[src/rtl/ras_speculative_if.sv]
// Return-address stack port bundle: push/pop/checkpoint controls in, prediction and next tag out.
// The master drives the controls and rollback; the slave is the stack itself.
interface ras_speculative_if #(
    parameter int DEPTH = 8,
    parameter int WIDTH = 32,
    parameter int NCKPT = 4
);
    localparam int TW = $clog2(NCKPT);
    localparam int CW = $clog2(DEPTH + 1);

    logic             stall;
    logic             push;
    logic [WIDTH-1:0] push_addr;
    logic             pop;
    logic [WIDTH-1:0] top_addr;
    logic             top_valid;
    logic [CW-1:0]    count;
    logic             ckpt_save;
    logic [TW-1:0]    ckpt_tag;
    logic             rollback;
    logic [TW-1:0]    rollback_tag;

    modport master (
        output stall, push, push_addr, pop, ckpt_save, rollback, rollback_tag,
        input  top_addr, top_valid, count, ckpt_tag
    );

    modport slave (
        input  stall, push, push_addr, pop, ckpt_save, rollback, rollback_tag,
        output top_addr, top_valid, count, ckpt_tag
    );
endinterface

[src/rtl/ras_speculative.sv]
// Circular return-address stack with tagged checkpoints that restore tos, count and the top entry.
// Latency: outputs reflect an update one edge later; stall freezes push/pop/save, rollback still acts.
module ras_speculative #(
    parameter int DEPTH = 8,
    parameter int WIDTH = 32,
    parameter int NCKPT = 4
) (
    input  logic              clk,
    input  logic              rst,
    ras_speculative_if.slave  ras
);
    localparam int PW = $clog2(DEPTH);
    localparam int TW = $clog2(NCKPT);
    localparam int CW = $clog2(DEPTH + 1);

    typedef struct packed {
        logic [PW-1:0]    tos;
        logic [CW-1:0]    cnt;
        logic [WIDTH-1:0] top;
    } ckpt_t;

    logic [WIDTH-1:0] mem [DEPTH];
    ckpt_t            slot [NCKPT];
    logic [PW-1:0]    tos;
    logic [CW-1:0]    cnt;
    logic [TW-1:0]    tag;

    logic             empty;
    logic             full;
    logic             do_push;
    logic             do_pop;
    logic             do_repl;
    logic [PW-1:0]    tos_inc;
    logic [PW-1:0]    tos_dec;
    ckpt_t            rb_slot;

    always_comb begin
        empty   = (cnt == '0);
        full    = (cnt == CW'(DEPTH));
        tos_inc = tos + PW'(1);
        tos_dec = tos - PW'(1);
        // push+pop on a live stack is a return followed by a call: replace the top in place
        do_repl = ras.push && ras.pop && !empty;
        do_push = ras.push && !do_repl;
        do_pop  = ras.pop && !ras.push && !empty;
        rb_slot = slot[ras.rollback_tag];
    end

    always_ff @(posedge clk or posedge rst) begin
        if (rst) begin
            for (int i = 0; i < DEPTH; i++) mem[i] <= '0;
            for (int j = 0; j < NCKPT; j++) slot[j] <= '0;
            tos <= '0;
            cnt <= '0;
            tag <= '0;
        end else if (ras.rollback) begin
            tos              <= rb_slot.tos;
            cnt              <= rb_slot.cnt;
            mem[rb_slot.tos] <= rb_slot.top;
            tag              <= ras.rollback_tag + TW'(1);
        end else if (!ras.stall) begin
            if (ras.ckpt_save) begin
                slot[tag] <= '{tos: tos, cnt: cnt, top: mem[tos]};
                tag       <= tag + TW'(1);
            end
            if (do_repl) begin
                mem[tos] <= ras.push_addr;
            end else if (do_push) begin
                // at full depth the ring silently overwrites the oldest entry
                tos          <= tos_inc;
                mem[tos_inc] <= ras.push_addr;
                if (!full) cnt <= cnt + CW'(1);
            end else if (do_pop) begin
                tos <= tos_dec;
                cnt <= cnt - CW'(1);
            end
        end
    end

    assign ras.top_addr  = mem[tos];
    assign ras.top_valid = !empty;
    assign ras.count     = cnt;
    assign ras.ckpt_tag  = tag;
endmodule

[src/flat_wrapper.sv]
// flat-port wrapper written by rule: the top's interface ports become plain ports
module ras_speculative_flat 
#(
    parameter int DEPTH = 8,
    parameter int WIDTH = 32,
    parameter int NCKPT = 4
)
  (clk, rst, ras_stall, ras_push, ras_push_addr, ras_pop, ras_ckpt_save, ras_rollback, ras_rollback_tag, ras_top_addr, ras_top_valid, ras_count, ras_ckpt_tag);
  ras_speculative_if #(.DEPTH(DEPTH), .WIDTH(WIDTH), .NCKPT(NCKPT)) ras_i ();
  input  logic clk;
  input  logic rst;
  input wire logic [$bits(ras_i.stall)-1:0] ras_stall;
  input wire logic [$bits(ras_i.push)-1:0] ras_push;
  input wire logic [$bits(ras_i.push_addr)-1:0] ras_push_addr;
  input wire logic [$bits(ras_i.pop)-1:0] ras_pop;
  input wire logic [$bits(ras_i.ckpt_save)-1:0] ras_ckpt_save;
  input wire logic [$bits(ras_i.rollback)-1:0] ras_rollback;
  input wire logic [$bits(ras_i.rollback_tag)-1:0] ras_rollback_tag;
  output wire logic [$bits(ras_i.top_addr)-1:0] ras_top_addr;
  output wire logic [$bits(ras_i.top_valid)-1:0] ras_top_valid;
  output wire logic [$bits(ras_i.count)-1:0] ras_count;
  output wire logic [$bits(ras_i.ckpt_tag)-1:0] ras_ckpt_tag;
  assign ras_i.stall = ras_stall;
  assign ras_i.push = ras_push;
  assign ras_i.push_addr = ras_push_addr;
  assign ras_i.pop = ras_pop;
  assign ras_i.ckpt_save = ras_ckpt_save;
  assign ras_i.rollback = ras_rollback;
  assign ras_i.rollback_tag = ras_rollback_tag;
  assign ras_top_addr = ras_i.top_addr;
  assign ras_top_valid = ras_i.top_valid;
  assign ras_count = ras_i.count;
  assign ras_ckpt_tag = ras_i.ckpt_tag;
  ras_speculative #(.DEPTH(DEPTH), .WIDTH(WIDTH), .NCKPT(NCKPT)) u_core (.clk(clk), .rst(rst), .ras(ras_i));
endmodule
[config.mk]
export PLATFORM = sky130hd
export DESIGN_NAME = ras_speculative_flat
export DESIGN_NICKNAME = d
export VERILOG_FILES = /design/src/rtl/ras_speculative_if.sv /design/src/rtl/ras_speculative.sv /design/src/flat_wrapper.sv
export SDC_FILE = /design/constraint.sdc
export NUM_CORES = 1
export LEC_CHECK = 0
export ABC_AREA = 1
export ABC_CLOCK_PERIOD_IN_PS = 15500
export BUFFER_PORTS_ARGS = -buffer_cell sky130_fd_sc_hd__buf_2
export CORE_MARGIN = 2
export CORE_UTILIZATION = 62
export DETAILED_ROUTE_END_ITERATION = 6
export GPL_TIMING_DRIVEN = 0
export PLACE_DENSITY_LB_ADDON = 0.05
export SLEW_MARGIN = 30
export SYNTH_ARGS = -nofsm -noshare
export SYNTH_HDL_FRONTEND = slang
export SYNTH_SLANG_ARGS = --single-unit
[constraint.sdc]
create_clock -name clk -period 15.5 [get_ports clk]
set_clock_uncertainty 0.05 [all_clocks]
set_input_delay 2.325 -clock clk [delete_from_list [all_inputs] [get_ports clk]]
set_output_delay 2.325 -clock clk [all_outputs]
set_load 0.02 [all_outputs]
==> out/summary.md <==
For the count of pins on the block boundary, the log shows 80. For the finished layout, the period the worst path requires is 6.17 ns. For this run, the slowest stage of the critical path takes 0.86 ns.

Counting stages on the worst path, the most repeated cell is sky130_fd_sc_hd__buf_2. In this run the worst path has a maximum fanout of 10. The area added between synthesis and finish is 11.8%, and the worst setup timing slack at the placement stage is 10.14 ns.

The number of buffers inserted during clock tree synthesis is 46, and the total net switching power is 2070 uW. Dividing the detail-routed wire length by the instance count gives 24.9 um. The logs give 0.59 ns for the clock latency on the worst-skew pair and 22267 for the via count of the first global-routing pass. Total of flip-flops plus latches after synthesis: 421. The count of input and output buffers is 78. The die is 192 um wide.

At the pin with the least slew margin, the transition time is 1.15 ns. The tools report the number of search-and-repair iterations in the first detailed-routing pass as 7. The final layout net count is 3135. The first global-routing pass estimated 133 mm of wire.

The tools report the number of max-slew violations in the final report as 0. The worst setup path is launched from a register. In this run the clock root is driven by a sky130_fd_sc_hd__clkbuf_16. Post-cts gate resize count: 0. The tools report the met1 layer usage reported by global route as 63.1%.

The tools report the critical path capture point type as an output port. For the tightest hold margin, the log shows 0.429 ns. The share of total power dissipated in combinational logic is 39.2%. Total wirelength of the detailed-routed design: 89.0 mm. The power density over the cells is 191 nW/um^2, and the critical path required time is 13.13 ns.

The first routing iteration left 3927 violations. For the deepest clock path buffer count, the log shows 3. The run finished, with violations left.

The count of hold-fix buffers inserted at cts was 0. After clock tree synthesis, the clock-pin slew on the worst setup and hold paths is 0.06 ns. For the via count, the log shows 23198. For the maximum ir drop on the vdd rail, the log shows 0.139 mV.

The detail route stage leaves a number of antenna-violating nets equal to 0. In this run the worst hold path is classified as reg2reg. The worst relative slew slack is 23.1%. After detailed routing, the number of remaining DRC violations is 24.

Data on the critical path arrives at its endpoint at 3.79 ns. Per report_power, the clock group accounts for 23.1% of the total. Once routing completed, OpenROAD measured the worst setup slack at 9.33 ns.

Among all flip-flop cells after synthesis, the most frequent one is sky130_fd_sc_hd__dfrtp_1. The sequential share of power is 37.7%. Post-synthesis area per instance: 7.43 sq um. The number of hold-slack violations in the final timing report is 0, and the number of different library cells in the post-synthesis netlist is 44.

The tools report the initial core utilization as 63.3%. In this run the standard cell core region covers 34700 sq um. Die area: 37000 sq um. The placed wire-length estimate is 62.4 mm, and the met2 usage in global routing is 69.7%.

The finished cells cover 24600 sq um. In this run, synthesis inferred 0 flip-flops with an integrated enable. Entering global routing, the biggest net connects 97 pins.

Cells with a size suffix above 1 make up 8.96% of the layout. Max-cap violations in this run came to 0. In this run switching power makes up 43.9% of total power. The internal power of the cells totals 2640 uW.

The count of buffers added by post-CTS timing repair for setup was 0. The tools report the final design utilization as 70.8%. The layer flagged by global routing as most heavily used is met2. The library cells used most frequently in the layout, excluding fill and tap cells, are sky130_fd_sc_hd__nand2_1, sky130_fd_sc_hd__dfrtp_1, sky130_fd_sc_hd__o21ai_0. Share of flip-flops with an asynchronous set or reset: 100%. Slowest library cell on the worst path: sky130_fd_sc_hd__buf_1. The site row count was 68. The final worst-path cycle share is 39.8%, and the number of clock sinks is 421.

Global routing consumed, over all layers together, 48.9% of the routing resources. For the met3 track demand over resource, the log shows 20.4%. The critical path in this run is classified as reg2out.

The part of the Yosys area used for sequential elements was 48.0%. The top achievable clock speed is 162 MHz. At the end of routability-driven placement, the weighted congestion stood at 1.02. Dividing the detail-routed via count by the number of cells gives 6.48. The logs give 2 for the number of antenna violations at the first check in global routing and 3003 for the total nets after synthesis.

After synthesis the cells add up to 22000 sq um. The checks that failed: design-rule violations. For this design the static power due to leakage is 0.0117 uW.

In this run the vertical extent of the chip is 192 um. Most common cell after layout, fill and taps aside: sky130_fd_sc_hd__nand2_1. TritonCTS built the clock tree. In this run the number of H-tree levels came out at 2. For this run, the number of Yosys warnings is 0. Setup repair after global routing left no endpoint under its margin. Traced cell by cell, the critical path runs through buf_2, inv_2, nand3_1, inv_1, buf_2, buf_1, nand2_1, nand4_1, buf_2. The global route total overflow is 0, and the number of instances in the synthesized netlist is 2958. The tools report the cell area after placement as 23100 sq um.

The run gives 0 as the number of setup violations in the final report.
[logic make-up (layout without fill, tap and decap cells)]
group	Yosys count	count (layout)	share of synthesized area, %
simple gates	1425	1425	26.4
other cells	0	1	0
fa+ha+maj	4	4	0.228
compound gates	637	637	16.8
xor+xnor	2	2	0.0798
flops	421	421	48.0
buf+inv	469	635	8.61
[state kept, by name, summed over array words and instances (netlist names)]
register / flops
u_core.tos: 3
u_core.slot: 156
u_core.ras.ckpt_tag: 2
u_core.mem: 256
u_core.ras.count: 4
[power by group through the flow]
stage          clock (uW)  sequential (uW)  combinational (uW)
2_1_floorplan           0             1720                1090
3_3_place_gp            0             1760                1660
3_5_place_dp            0             1770                1720
4_1_cts              1080             1760                1730
5_1_grt              1120             1810                1940
6_report             1090             1770                1840
[cell usage after synthesis, types with 2 or more instances]
cell type	count	area share, %
sky130_fd_sc_hd__o2bb2ai_1	4	0.16
sky130_fd_sc_hd__dfrtp_1	421	48
sky130_fd_sc_hd__nor3_1	2	0.046
sky130_fd_sc_hd__nor3_2	4	0.18
sky130_fd_sc_hd__a21oi_4	2	0.15
sky130_fd_sc_hd__nor2_2	2	0.057
sky130_fd_sc_hd__o2111ai_1	3	0.12
sky130_fd_sc_hd__o221ai_1	3	0.12
sky130_fd_sc_hd__buf_4	10	0.34
sky130_fd_sc_hd__nand2_2	6	0.17
sky130_fd_sc_hd__o211ai_1	3	0.10
sky130_fd_sc_hd__o22ai_1	195	5.6
sky130_fd_sc_hd__a22oi_1	35	1.2
sky130_fd_sc_hd__nand3_1	214	4.9
sky130_fd_sc_hd__nor2_1	42	0.72
sky130_fd_sc_hd__a21oi_2	2	0.080
sky130_fd_sc_hd__a221oi_1	4	0.16
sky130_fd_sc_hd__nand2_1	1118	19
sky130_fd_sc_hd__ha_1	4	0.23
sky130_fd_sc_hd__or3_1	2	0.057
sky130_fd_sc_hd__a21oi_1	31	0.71
sky130_fd_sc_hd__o21a_1	6	0.21
sky130_fd_sc_hd__buf_1	15	0.26
sky130_fd_sc_hd__o21ai_1	82	1.9
sky130_fd_sc_hd__buf_2	66	1.5
sky130_fd_sc_hd__o21ai_0	260	5.9
sky130_fd_sc_hd__clkbuf_1	104	1.8
sky130_fd_sc_hd__o2111a_1	3	0.15
sky130_fd_sc_hd__nand3_2	6	0.27
sky130_fd_sc_hd__nand4_1	25	0.71
sky130_fd_sc_hd__nand3b_1	2	0.068
sky130_fd_sc_hd__inv_1	260	4.4
sky130_fd_sc_hd__inv_2	11	0.19
[cell type report]
type	instances	area, sq um
inverters	273	1030
flip-flops and latches	421	10500
fillers	2895	10200
plain buffers	196	872
well taps	455	569
repair buffers	84	539
clock buffers	71	1400
diodes	1	2.50
clock inverters	11	65.1
multi-input cells	2068	9550
[through the flow]
stage                      TNS, ns  instances  total power (uW)
final                            0       3580              4700
after global routing             0       3579              4870
after CTS                        0       3578              4570
after detailed placement         0       3496              3490
after global placement    -1258.11       3491              3420
after floorplan                  0       2958              2800
[layer usage]
| layer | vias to the layer above | part of all wire [%] |
|---|---|---|
| li1 | 9955 | - |
| met1 | 10932 | 36 |
| met2 | 1887 | 42 |
| met3 | 424 | 16 |
| met4 | 0 | 6.4 |
| met5 | - | 0 |
[path summary, 6_finish.rpt]
path | from | endpoint | slack (ns) | cells after the start
worst max-delay path | u_core.tos[0] | ras_top_addr[21] | 9.33 | 9
worst min-delay path | u_core.slot[125] | u_core.slot[125] | 0.43 | 2
worst max register to register | u_core.tos[0] | u_core.mem[165] | 12.18 | 12
worst min register to register | u_core.slot[125] | u_core.slot[125] | 0.43 | 2
max in group asynchronous | rst | u_core.slot[55] | 12.46 | 4
min in group asynchronous | rst | u_core.mem[198] | 1.70 | 2
[worst max-delay path, delay by kind of cell, from the launching register on]
family        cells  cell delay [ns]
simple gates      3             0.90
buf+inv           6             1.90
flops             1             0.39
(Power assumes the default switching activity.)
